==> config.mk <==
export PLATFORM = sky130hd
export DESIGN_NAME = rv32i_pipe_ctrl
export DESIGN_NICKNAME = d
export VERILOG_FILES = /design/src/rtl/rv32i_pipe_ctrl_pkg.sv /design/src/rtl/rv32i_sat_counter.sv /design/src/rtl/rv32i_pipe_ctrl.sv
export SDC_FILE = /design/constraint.sdc
export NUM_CORES = 1
export LEC_CHECK = 0
export CAP_MARGIN = 15
export CORE_UTILIZATION = 45
export DETAILED_ROUTE_END_ITERATION = 8
export PLACE_DENSITY = 0.79
export SYNTH_ARGS = -nofsm -noshare
export SYNTH_HDL_FRONTEND = slang
export SYNTH_SLANG_ARGS = --single-unit
export TNS_END_PERCENT = 1
==> constraint.sdc <==
create_clock -name clk -period 3.2 [get_ports clk]
set_input_delay 0.64 -clock clk [delete_from_list [all_inputs] [get_ports clk]]
set_output_delay 0.64 -clock clk [all_outputs]
set_load 0.005 [all_outputs]
==> src/rtl/rv32i_pipe_ctrl_pkg.sv <==
// Shared rv32 pipeline-control types: FSM state encoding and default trap vector.
package rv32i_pipe_ctrl_pkg;

  typedef enum logic [1:0] {
    ST_RUN   = 2'd0,
    ST_HAZ   = 2'd1,
    ST_MEMW  = 2'd2,
    ST_FLUSH = 2'd3
  } pipe_state_e;

  localparam logic [31:0] RV32I_TRAP_VECTOR_DEF = 32'h0000_0040;

endpackage

==> src/rtl/rv32i_sat_counter.sv <==
// Saturating event counter; counts on i_inc and holds at all-ones.
// Latency: 1 cycle, registered; backpressure: none.
module rv32i_sat_counter #(
  parameter int W = 32
) (
  input  logic         clk,
  input  logic         reset,
  input  logic         i_inc,
  output logic [W-1:0] o_cnt
);

  logic [W-1:0] r_cnt;

  always_ff @(posedge clk) begin
    if (reset) begin
      r_cnt <= '0;
    end else if (i_inc && (r_cnt != '1)) begin
      r_cnt <= r_cnt + {{(W-1){1'b0}}, 1'b1};
    end
  end

  assign o_cnt = r_cnt;

endmodule

==> src/rtl/rv32i_pipe_ctrl.sv <==
// RV32I hazard / redirect / mem-wait controller; statistics counters exist only with RV32_PIPE_STATS_EN.
// Latency: 1 cycle, all outputs registered; backpressure: stall freezes fetch and decode.
module rv32i_pipe_ctrl
  import rv32i_pipe_ctrl_pkg::*;
#(
  parameter logic [31:0] RV32I_TRAP_VECTOR = RV32I_TRAP_VECTOR_DEF,
  parameter int          FLUSH_CYCLES      = 2,
  parameter int          MEM_TIMEOUT       = 255
) (
  input  logic        clk,
  input  logic        reset,
  input  logic [4:0]  id_rs1,
  input  logic [4:0]  id_rs2,
  input  logic        ex_load,
  input  logic [4:0]  ex_rd,
  input  logic        br_taken,
  input  logic [31:0] br_target,
  input  logic        mem_wait,
  output logic        stall,
  output logic        update_pc,
  output logic [31:0] new_pc,
  output logic        mem_timeout,
  output logic [31:0] stall_cycles,
  output logic [31:0] redirect_count
);

  localparam logic [1:0] FLUSH_INIT = 2'(FLUSH_CYCLES);
  localparam logic [7:0] MEM_LIMIT  = 8'(MEM_TIMEOUT);

  pipe_state_e r_state, w_state;
  logic [1:0]  r_flush_cnt, w_flush_cnt;
  logic [7:0]  r_memw_cnt, w_memw_cnt, w_memw_run;
  logic        r_pend_vld, w_pend_vld;
  logic [31:0] r_pend_pc, w_pend_pc;
  logic        r_to_block, w_to_block;
  logic        r_stall, w_stall;
  logic        r_update_pc, w_update_pc;
  logic [31:0] r_new_pc, w_new_pc;
  logic        r_mem_timeout, w_mem_timeout;
  logic        w_hazard;
  logic        w_mem_wait;

  assign w_hazard = ex_load && (ex_rd != 5'd0) && ((ex_rd == id_rs1) || (ex_rd == id_rs2));
  // After a timeout, a still-high mem_wait is ignored until it drops once.
  assign w_mem_wait = mem_wait && !r_to_block;
  assign w_memw_run = (r_state == ST_MEMW) ? r_memw_cnt : 8'd0;

  always_comb begin
    w_state       = r_state;
    w_flush_cnt   = r_flush_cnt;
    w_memw_cnt    = 8'd0;
    w_pend_vld    = r_pend_vld;
    w_pend_pc     = r_pend_pc;
    w_to_block    = r_to_block && mem_wait;
    w_stall       = 1'b0;
    w_update_pc   = 1'b0;
    w_new_pc      = r_new_pc;
    w_mem_timeout = 1'b0;

    if (w_mem_wait) begin
      if (w_memw_run == MEM_LIMIT) begin
        w_mem_timeout = 1'b1;
        w_update_pc   = 1'b1;
        w_new_pc      = RV32I_TRAP_VECTOR;
        w_pend_vld    = 1'b0;
        w_state       = ST_FLUSH;
        w_flush_cnt   = FLUSH_INIT;
        w_to_block    = 1'b1;
      end else begin
        w_state    = ST_MEMW;
        w_stall    = 1'b1;
        w_memw_cnt = 8'(w_memw_run + 8'd1);
        if (br_taken && !r_pend_vld) begin
          w_pend_vld = 1'b1;
          w_pend_pc  = br_target;
        end
      end
    end else if (r_pend_vld) begin
      w_update_pc = 1'b1;
      w_new_pc    = r_pend_pc;
      w_pend_vld  = 1'b0;
      w_state     = ST_FLUSH;
      w_flush_cnt = FLUSH_INIT;
    end else if (br_taken) begin
      w_update_pc = 1'b1;
      w_new_pc    = br_target;
      w_state     = ST_FLUSH;
      w_flush_cnt = FLUSH_INIT;
    end else begin
      case (r_state)
        ST_FLUSH: begin
          if (r_flush_cnt <= 2'd1) begin
            w_state = ST_RUN;
          end else begin
            w_flush_cnt = r_flush_cnt - 2'd1;
          end
        end
        ST_RUN: begin
          if (w_hazard) begin
            w_state = ST_HAZ;
            w_stall = 1'b1;
          end
        end
        default: w_state = ST_RUN;
      endcase
    end
  end

  always_ff @(posedge clk) begin
    if (reset) begin
      r_state       <= ST_RUN;
      r_flush_cnt   <= 2'd0;
      r_memw_cnt    <= 8'd0;
      r_pend_vld    <= 1'b0;
      r_pend_pc     <= 32'd0;
      r_to_block    <= 1'b0;
      r_stall       <= 1'b0;
      r_update_pc   <= 1'b0;
      r_new_pc      <= 32'd0;
      r_mem_timeout <= 1'b0;
    end else begin
      r_state       <= w_state;
      r_flush_cnt   <= w_flush_cnt;
      r_memw_cnt    <= w_memw_cnt;
      r_pend_vld    <= w_pend_vld;
      r_pend_pc     <= w_pend_pc;
      r_to_block    <= w_to_block;
      r_stall       <= w_stall;
      r_update_pc   <= w_update_pc;
      r_new_pc      <= w_new_pc;
      r_mem_timeout <= w_mem_timeout;
    end
  end

  assign stall       = r_stall;
  assign update_pc   = r_update_pc;
  assign new_pc      = r_new_pc;
  assign mem_timeout = r_mem_timeout;

`ifdef RV32_PIPE_STATS_EN
  // Counters are fed the next-state pulses so they stay aligned with the outputs.
  rv32i_sat_counter #(.W(32)) u_stall_cnt (
    .clk   (clk),
    .reset (reset),
    .i_inc (w_stall),
    .o_cnt (stall_cycles)
  );

  rv32i_sat_counter #(.W(32)) u_redir_cnt (
    .clk   (clk),
    .reset (reset),
    .i_inc (w_update_pc),
    .o_cnt (redirect_count)
  );
`else
  assign stall_cycles   = 32'd0;
  assign redirect_count = 32'd0;
`endif

endmodule

==> qor.yml, run 1 <==
status: "finished, final reports clean"
rsz0062_at_grt: "no"
min_from: "new_pc[23]$_SDFFE_PP0P_"
cts_setup_buffers: 0
fmax_mhz: 401
worstHoldEndpoint: "new_pc[23]$_SDFFE_PP0P_"
ant_nets: 0
die_w_um: 94.6
tightest_slew_ns: 0.583
reg2reg_depth: 8
synthArstFlopShare_pct: 0
port-buffer-count: 86
layout.nets: 517
start_util_pct: 46.7
place_congestion: 0.773
slew_violations: 0
netlist_instances: 381
clk_latency_ns: 0.34
dieArea_mm2: 0.00895
cts_tree: "done"
drc: 0
cp_max_fo: 20
post_drt_via_cell_ratio: 4.90
ys.flop_type: "dfxtp_1"
dr.pass1.iters: 4
grt_max_degree: 45
worstHoldPathType: "flop to flop"
fillerInstances: 716
clockBufferDepth: 2
cts_root_buffer: "clkbuf_8"
ctsResizeCount: 0
syn_area_mm2: 0.00386
start_kind: "flop"
critical_path_class: "flop to flop"
vias: 2802
avgRoutedWirePerCell_um: 13.4
p_per_area_mw_per_mm2: 457
hold_buffers: 0
leakage_nw: 2.04
io-pin-count: 151
dp.final_hpwl_um: 5300
cts_made_buffers: 9
drive_gt1_share_pct: 6.64
first_iter_violations: 96
stdcell_area_mm2: 0.00478
skew_ns: 0.00862
finalSetupTns_ns: 0
r2r-end: "r_pend_pc[18]$_SDFFE_PP0P_"
grt_pass1_wl_um: 12300
placed_cell_area_mm2: 0.00454
ys_seq_area_share_pct: 42.0
cp.required_ns: 3.41
clock_sinks: 81
synth_edf_count: 0
grt_use_total_pct: 18.0
fp.coreArea_mm2: 0.00826
die_h_um: 94.6
ys_types: 46
yosysWarnings: 0
grt_pass1_vias: 2585
routed_wl_um: 7690
cp.arrival_ns: 2.71
h-tree-depth: 3
fp-row-count: 33
timing.hold.ws_ns: 0.469
hold_depth: 1
cp-end-kind: "flop"
peakVddDrop_uv: 320
ys_ff_latch: 81
finalHoldViolCount: 0
register_area_mm2: 0.00162
n_antenna_cell: 0
max_slew_margin_pct: 61.1
rrSetupSlack_ns: 0.71
antenna_found_initial: 0
grt_overflow: 0
multi_input_area_mm2: 0.00187
cts.clk_slew.worst_paths_ns: 0.08
period_share_pct: 77.9
setup_viol: 0
fin_crit_ns: 2.49
reg2reg_from: "r_state[1]$_SDFFE_PP0P_"
startpoint: "r_state[1]$_SDFFE_PP0P_"
syn_area_per_cell_um2: 10.1
area_growth_pct: 23.7
cap_viol_max_count: 0
-- worst max-delay path by stage --
| stage | endpoint | slack (ns) | depth (start not counted) |
|---|---|---|---|
| 2_1_floorplan | r_pend_pc[10]$_SDFFE_PP0P_ | 1.02 | 8 |
| 3_3_place_gp | new_pc[23]$_SDFFE_PP0P_ | 0.56 | 4 |
| 3_5_place_dp | new_pc[1]$_SDFFE_PP0P_ | 0.49 | 4 |
| 4_1_cts | r_pend_pc[18]$_SDFFE_PP0P_ | 0.69 | 8 |
| 5_1_grt | r_pend_pc[17]$_SDFFE_PP0P_ | 0.52 | 8 |
| 6_report | r_pend_pc[18]$_SDFFE_PP0P_ | 0.71 | 8 |
-- worst max-delay path, cell delays in order, from the launching register on --
cell	delay [ns]
dfxtp_1	0.51
nor2b_1	0.28
and2_1	0.19
ha_1	0.20
nand3_2	0.19
o31ai_4	0.29
buf_4	0.38
mux2i_1	0.25
nor2_1	0.05
-- synthesized netlist by cell type (2+ instances only) --
| master | instances | area, µm² |
|---|---|---|
| nor3_1 | 6 | 30.0 |
| o21ai_0 | 2 | 10.0 |
| nand3b_1 | 2 | 15.0 |
| a211oi_1 | 2 | 15.0 |
| xor2_1 | 15 | 131 |
| dfxtp_1 | 81 | 1620 |
| o2bb2ai_1 | 31 | 272 |
| nor3b_1 | 3 | 22.5 |
| buf_8 | 3 | 45.0 |
| clkbuf_1 | 11 | 41.3 |
| nand2_1 | 6 | 22.5 |
| or3_1 | 2 | 12.5 |
| ha_1 | 2 | 25.0 |
| buf_4 | 64 | 480 |
| inv_1 | 5 | 18.8 |
| nor2b_1 | 2 | 12.5 |
| mux2i_1 | 63 | 631 |
| or4_1 | 2 | 15.0 |
| nor2_1 | 48 | 180 |
| buf_2 | 5 | 25.0 |
-- metal layers --
metal / vias up / routed length (µm) / global-route usage (%)
met2: 111 / 3640 / 29.8
met3: 8 / 509 / 5.15
met1: 1337 / 3440 / 22.1
li1: 1346 / - / -
met5: - / 0 / 0
met4: 0 / 98 / 6.44
-- power by group --
| part | switching [mW] | total, mW | internal, mW |
|---|---|---|---|
| Sequential | 0.0292 | 1.09 | 1.06 |
| Combinational | 0.141 | 0.311 | 0.170 |
| Clock | 0.350 | 0.785 | 0.435 |
-- cell usage in the layout, fill, tap and decap left out, types with 2 or more instances in the layout --
master,synthesis,routed
buf_4,64,5
bufinv_16,0,2
clkbuf_8,0,9
clkdlybuf4s50_1,0,85
conb_1,1,64
dfxtp_1,81,80
ha_1,2,2
inv_1,5,5
mux2i_1,63,63
nand2_1,6,6
nand3b_1,2,2
nor2_1,48,48
nor2b_1,2,2
nor3_1,6,6
nor3b_1,3,3
o21ai_0,2,2
o2bb2ai_1,31,31
or3_1,2,2
or4_1,2,2
xor2_1,15,15
-- final cells by class --
cell class	count	share of cell area [%]
Inverter	5	0.393
Clock inverter	5	1.70
Clock buffer	10	2.67
Multi-Input combinational cell	274	39.2
Tap cell	105	2.75
Timing Repair Buffer	92	19.3
Sequential cell	81	34.0
-- per-stage QoR --
stage                     power (mW)  cells  util (%)  setup slack [ns]
after floorplan                 1.32    444         -              1.02
after detailed placement        1.42    556      55.0             0.493
after CTS                       2.20    571      57.5             0.694
after global placement          1.41    556      55.0             0.556
final                           2.18    572      57.8             0.706
after global routing            2.29    572      57.8             0.522
-- sequential cells by signal, summed over array words and instances, names as in the netlist --
name         flops
stall            1
r_memw_cnt       8
r_pend_vld       1
r_state          2
new_pc          32
mem_timeout      1
update_pc        1
r_pend_pc       32
r_flush_cnt      2
r_to_block       1
-- kinds of logic (layout without fill, tap and decap cells) --
kind of cell               Yosys count  count (layout)  synth area share (%)
adders and majority gates            2               2                 0.648
xor gates and xnor gates            16              16                  3.63
DFF                                 81              81                  42.0
other                                1              64                0.0972
and+or+nand+nor                     85              85                  11.5
buffers and inverters               89             112                  15.9
muxes                               63              63                  16.3
AOI/OAI and AO/OA                   44              44                  9.82
(Power assumes the default switching activity.)
==> inputs of run 2 (changes only) <==
--- a/config.mk
+++ b/config.mk
@@ -6,9 +6,9 @@
 export NUM_CORES = 1
 export LEC_CHECK = 0
 export CAP_MARGIN = 15
-export CORE_UTILIZATION = 45
+export CORE_UTILIZATION = 40
 export DETAILED_ROUTE_END_ITERATION = 8
-export PLACE_DENSITY = 0.79
+export PLACE_DENSITY = 0.74
 export SYNTH_ARGS = -nofsm -noshare
 export SYNTH_HDL_FRONTEND = slang
 export SYNTH_SLANG_ARGS = --single-unit
==> constraint.sdc (replaced) <==
create_clock -name clk -period 2.28 [get_ports clk]
set_input_delay 0.456 -clock clk [delete_from_list [all_inputs] [get_ports clk]]
set_output_delay 0.456 -clock clk [all_outputs]
set_load 0.005 [all_outputs]
==> qor.yml, run 2 (synthesized netlist as in run 1, its figures left out) <==
area_growth_pct: 26.7  # was 23.7%
register_area_mm2: 0.00162  # unchanged
power_mw: 3.26  # was 2.18 mW
wl_met3_um: 443  # was 509 µm
leakage_nw: 2.11  # was 2.04 nW
layout.nets: 521  # was 517
cp_max_fo: 7  # was 20
peakVddDrop_uv: 455  # was 320 µV
finish.utilization_pct: 52.7  # was 57.8%
n_antenna_cell: 0  # unchanged
topRoutingLayerUsed: "met4"  # unchanged
rsz0062_at_grt: "yes"  # was no
fmax_mhz: 471  # was 401 MHz
h-tree-depth: 3  # unchanged
skew_ns: 0.00685  # was 0.00862 ns
placed_cell_area_mm2: 0.00462  # was 0.00454 mm²
cts_tree: "done"  # unchanged
placedCellCount: 585  # was 556
clockBufferDepth: 2  # unchanged
cap_viol_max_count: 0  # unchanged
fin_crit_ns: 2.12  # was 2.49 ns
p_sw_uw: 747  # was 521 µW
critical_path_class: "flop to flop"  # unchanged
max_slew_margin_pct: 64.0  # was 61.1%
drive_gt1_share_pct: 7.84  # was 6.64%
crit_buf_inv: 0  # was 1
power_frac_clock_pct: 39.6  # was 36.0%
crit_family: "simple AND/OR/NAND/NOR gates"  # unchanged
cts_setup_buffers: 0  # unchanged
port-buffer-count: 86  # unchanged
start_util_pct: 41.6  # was 46.7%
cts_made_buffers: 9  # unchanged
grt_use_total_pct: 16.5  # was 18.0%
p_per_area_mw_per_mm2: 668  # was 457 mW/mm²
drt-met1-wl_um: 3580  # was 3440 µm
start_kind: "flop"  # unchanged
path_cells: "nor2b_2 -> and2_1 -> ha_1 -> nand3_2 -> o31ai_2 -> or3b_1 -> o21ai_1"  # was nor2b_1 -> and2_1 -> ha_1 -> nand3_2 -> o31ai_4 -> buf_4 -> mux2i_1 -> nor2_1
grt_pass1_vias: 2682  # was 2585
multi_input_area_mm2: 0.00188  # was 0.00187 mm²
dp.final_hpwl_um: 5600  # was 5300 µm
cts_root_buffer: "clkbuf_8"  # unchanged
reg2reg_from: "r_state[0]$_SDFFE_PP0P_"  # was r_state[1]$_SDFFE_PP0P_
vias: 2765  # was 2802
cp-end-kind: "flop"  # unchanged
worstHoldPathType: "flop to flop"  # unchanged
setup_viol: 0  # unchanged
grt_overflow: 0  # unchanged
dr.pass1.iters: 5  # was 4
first_iter_violations: 80  # was 96
clk_latency_ns: 0.34  # about the same
startpoint: "r_state[0]$_SDFFE_PP0P_"  # was r_state[1]$_SDFFE_PP0P_
post_drt_via_cell_ratio: 4.60  # was 4.90
final_common_cell: "clkdlybuf4s50_1"  # unchanged
status: "finished, final reports clean"  # unchanged
p_seq_share_pct: 46.8  # was 49.7%
dr_wl_met2_um: 3910  # was 3640 µm
internal_power_mw: 2.52  # was 1.66 mW
final_cell_mix: "clkdlybuf4s50_1, dfxtp_1, conb_1"  # unchanged
cpMaxStageDelayCell: "o31ai_2"  # was dfxtp_1
antenna_found_initial: 0  # unchanged
cp.required_ns: 2.55  # was 3.41 ns
cp.arrival_ns: 2.40  # was 2.71 ns
drc: 0  # unchanged
finalHoldViolCount: 0  # unchanged
final_cells: 601  # was 572
grt_pass1_wl_um: 12900  # was 12300 µm
place_congestion: 0.807  # was 0.773
slew_violations: 0  # unchanged
routed_wl_um: 8010  # was 7690 µm
fp.coreArea_mm2: 0.00928  # was 0.00826 mm²
crit_path_max_incr_delay_ns: 0.42  # was 0.51 ns
tightest_slew_ns: 0.540  # was 0.583 ns
die_w_um: 100  # was 94.6 µm
min_from: "new_pc[7]$_SDFFE_PP0P_"  # was new_pc[23]$_SDFFE_PP0P_
avgRoutedWirePerCell_um: 13.3  # was 13.4 µm
grt_max_degree: 32  # was 45
io-pin-count: 151  # unchanged
die_h_um: 100  # was 94.6 µm
comb_power_share_pct: 13.6  # was 14.3%
ant_nets: 0  # unchanged
dieArea_mm2: 0.0100  # was 0.00895 mm²
switching_share_pct: 22.9  # was 23.9%
cts.clk_slew.worst_paths_ns: 0.08  # about the same
stdcell_area_mm2: 0.00489  # was 0.00478 mm²
period_share_pct: 93.1  # was 77.9%
fillerInstances: 855  # was 716
fp-row-count: 35  # was 33
clock_sinks: 81  # unchanged
-- run 2: layout make-up --
type,count,area share [%]
Tap cell,129,3.30
Inverter,5,0.384
Timing Repair Buffer,96,19.4
Clock inverter,4,2.02
Clock buffer,12,3.17
Multi-Input combinational cell,274,38.5
Sequential cell,81,33.2
-- run 2: metrics by stage --
stage	setup TNS (ns)	hold WS (ns)	setup WS, ns
after detailed placement	0	0.449	0.0712
after global routing	-0.0399	0.484	-0.0190
after CTS	0	0.471	0.0558
final	0	0.466	0.158
after floorplan	0	0.454	0.100
after global placement	0	0.447	0.142
-- run 2: path summary, 6_finish.rpt --
check / slack [ns] / cells after the start / endpoint
worst max-delay path: 0.16 / 7 / r_state[0]$_SDFFE_PP0P_
worst min-delay path: 0.47 / 1 / new_pc[7]$_SDFFE_PP0P_
worst max register to register: 0.16 / 7 / r_state[0]$_SDFFE_PP0P_
worst min register to register: 0.47 / 1 / new_pc[7]$_SDFFE_PP0P_
-- run 2: timing repair --
action	in CTS	in global routing
gates resized for setup	0	4
hold buffers	0	0
setup endpoints to repair	0	62
-- run 2: power by group through the flow --
| stage | combinational [mW] | sequential, mW | clock [mW] |
|---|---|---|---|
| after global placement | 0.430 | 1.56 | 0 |
| after detailed placement | 0.441 | 1.56 | 0 |
| after global routing | 0.487 | 1.54 | 1.39 |
| final | 0.444 | 1.53 | 1.29 |
| after floorplan | 0.306 | 1.55 | 0 |
| after CTS | 0.443 | 1.53 | 1.32 |
-- run 2: routing by layer --
| layer | global-route usage [%] | up-vias |
|---|---|---|
| li1 | - | 1354 |
| met1 | 19.2 | 1300 |
| met2 | 28.2 | 107 |
| met3 | 5.71 | 4 |
| met4 | 5.57 | 0 |
| met5 | 0 | - |
==> inputs of run 3 (changes only) <==
--- a/config.mk
+++ b/config.mk
@@ -5,7 +5,9 @@
 export SDC_FILE = /design/constraint.sdc
 export NUM_CORES = 1
 export LEC_CHECK = 0
+export ABC_AREA = 0
 export CAP_MARGIN = 15
+export CORE_MARGIN = 1.5
 export CORE_UTILIZATION = 40
 export DETAILED_ROUTE_END_ITERATION = 8
 export PLACE_DENSITY = 0.74
==> qor.yml, run 3 (synthesized netlist as in run 1, its figures left out) <==
clk_latency_ns: 0.35  # was 0.34 ns
peakVddDrop_uv: 350  # was 455 µV
h-tree-depth: 3  # unchanged
start_kind: "flop"  # unchanged
grt_overflow: 0  # unchanged
place_congestion: 0.813  # was 0.807
dieArea_mm2: 0.0102  # was 0.0100 mm²
crit_path_max_incr_delay_ns: 0.40  # was 0.42 ns
placedCellCount: 586  # was 585
reg2reg_depth: 7  # unchanged
grt_use_total_pct: 16.1  # was 16.5%
die_w_um: 101  # was 100 µm
skew_ns: 0.00691  # was 0.00685 ns
finalSetupTns_ns: 0  # unchanged
io-pin-count: 151  # unchanged
cp.required_ns: 2.55  # about the same
avgRoutedWirePerCell_um: 12.9  # was 13.3 µm
vias: 2759  # was 2765
post-place-ws_ns: 0.0838  # was 0.0712 ns
post_drt_via_cell_ratio: 4.59  # was 4.60
hold_depth: 1  # unchanged
p_per_area_mw_per_mm2: 641  # was 668 mW/mm²
path_cells: "nor2b_1 -> and2_1 -> ha_1 -> nand3_2 -> o31ai_2 -> or3b_1 -> o21ai_1"  # was nor2b_2 -> and2_1 -> ha_1 -> nand3_2 -> o31ai_2 -> or3b_1 -> o21ai_1
area_growth_pct: 25.5  # was 26.7%
ant_nets: 0  # unchanged
cpMaxStageDelayCell: "o31ai_2"  # unchanged
worstHoldPathType: "flop to flop"  # unchanged
final_common_cell: "clkdlybuf4s50_1"  # unchanged
timing.hold.ws_ns: 0.463  # was 0.466 ns
critical_path_class: "flop to flop"  # unchanged
cts_root_buffer: "clkbuf_8"  # unchanged
fin_crit_ns: 2.12  # about the same
setup_ws_ns: 0.161  # was 0.158 ns
clockBufferDepth: 2  # unchanged
period_share_pct: 92.9  # was 93.1%
drive_gt1_share_pct: 7.63  # was 7.84%
cts_made_buffers: 9  # unchanged
fillerInstances: 841  # was 855
cp.arrival_ns: 2.39  # was 2.40 ns
cap_viol_max_count: 0  # unchanged
routed_wl_um: 7750  # was 8010 µm
min_from: "new_pc[7]$_SDFFE_PP0P_"  # unchanged
n_antenna_cell: 0  # unchanged
clock_sinks: 81  # unchanged
grt_pass1_wl_um: 12800  # was 12900 µm
reg2reg_from: "r_state[0]$_SDFFE_PP0P_"  # unchanged
cp-end-kind: "flop"  # unchanged
fp-row-count: 35  # unchanged
die_h_um: 101  # was 100 µm
cp_max_fo: 7  # unchanged
leakage_nw: 2.08  # was 2.11 nW
final_cells: 601  # unchanged
cts.clk_slew.worst_paths_ns: 0.07  # was 0.08 ns
start_util_pct: 41.6  # unchanged
first_iter_violations: 74  # was 80
worstHoldEndpoint: "new_pc[7]$_SDFFE_PP0P_"  # unchanged
layout.nets: 522  # was 521
tightest_slew_ns: 0.541  # was 0.540 ns
finalHoldViolCount: 0  # unchanged
port-buffer-count: 86  # unchanged
max_slew_margin_pct: 63.9  # was 64.0%
drc: 0  # unchanged
antenna_found_initial: 0  # unchanged
slew_violations: 0  # unchanged
finish.utilization_pct: 52.2  # was 52.7%
grt_pass1_vias: 2625  # was 2682
grt_max_degree: 28  # was 32
rrSetupSlack_ns: 0.16  # about the same
dp.final_hpwl_um: 5520  # was 5600 µm
status: "finished, final reports clean"  # unchanged
cts_tree: "done"  # unchanged
r2r-end: "r_state[0]$_SDFFE_PP0P_"  # unchanged
fp.coreArea_mm2: 0.00928  # unchanged
final_cell_mix: "clkdlybuf4s50_1, dfxtp_1, conb_1"  # unchanged
dr.pass1.iters: 4  # was 5
setup_viol: 0  # unchanged
fmax_mhz: 472  # was 471 MHz
==> run 3: where the power goes <==
part	internal, mW	total [mW]	switching (mW)
Combinational	0.243	0.439	0.196
Clock	0.645	1.14	0.499
Sequential	1.48	1.52	0.0424
==> run 3: worst max-delay path by stage <==
stage | slack (ns) | cells past startpoint | end | from
2_1_floorplan | 0.10 | 8 | r_pend_pc[10]$_SDFFE_PP0P_ | r_state[1]$_SDFFE_PP0P_
4_1_cts | 0.06 | 8 | r_pend_pc[4]$_SDFFE_PP0P_ | r_state[0]$_SDFFE_PP0P_
5_1_grt | -0.004 | 8 | r_pend_pc[28]$_SDFFE_PP0P_ | r_state[0]$_SDFFE_PP0P_
3_3_place_gp | 0.11 | 8 | r_pend_pc[1]$_SDFFE_PP0P_ | r_state[0]$_SDFFE_PP0P_
6_report | 0.16 | 7 | r_state[0]$_SDFFE_PP0P_ | r_state[0]$_SDFFE_PP0P_
3_5_place_dp | 0.08 | 8 | r_pend_pc[4]$_SDFFE_PP0P_ | r_state[0]$_SDFFE_PP0P_
==> run 3: stage by stage <==
stage	power (mW)	area, µm²
2_1_floorplan	1.85	4100
3_3_place_gp	1.99	4610
3_5_place_dp	2.00	4610
4_1_cts	3.15	4830
5_1_grt	3.26	4850
6_report	3.11	4850
==> run 3: timing repair <==
item / CTS / global route
setup endpoints to repair: 0 / 22
hold buffers: 0 / 0
resized for setup: 0 / 3
setup buffers: 0 / 0
==> run 3: layout make-up <==
| class | instances | area [µm²] | area share [%] |
|---|---|---|---|
| sequential | 81 | 1620 | 33.5 |
| inverter | 5 | 18.8 | 0.387 |
| clock inverter | 4 | 76.3 | 1.58 |
| clock buffer | 11 | 141 | 2.92 |
| timing repair buffer | 97 | 946 | 19.5 |
| tap | 129 | 161 | 3.33 |
| multi-input combinational | 274 | 1880 | 38.8 |
==> run 3: critical path: cells and delay by family (launching register included) <==
family | cells | cell delay, ns
AO/OA/AOI/OAI | 2 | 0.53
adder cells (fa/ha/maj) | 1 | 0.20
flip-flops | 1 | 0.37
AND/OR/NAND/NOR | 4 | 0.95
==> run 3: layer usage <==
layer / track usage [%] / up-vias / part of all wire [%]
met4: 4.81 / 0 / 0.80
met2: 27.2 / 103 / 49
met3: 5.87 / 2 / 6.7
met5: 0 / - / 0
met1: 19.1 / 1294 / 43
li1: - / 1360 / -
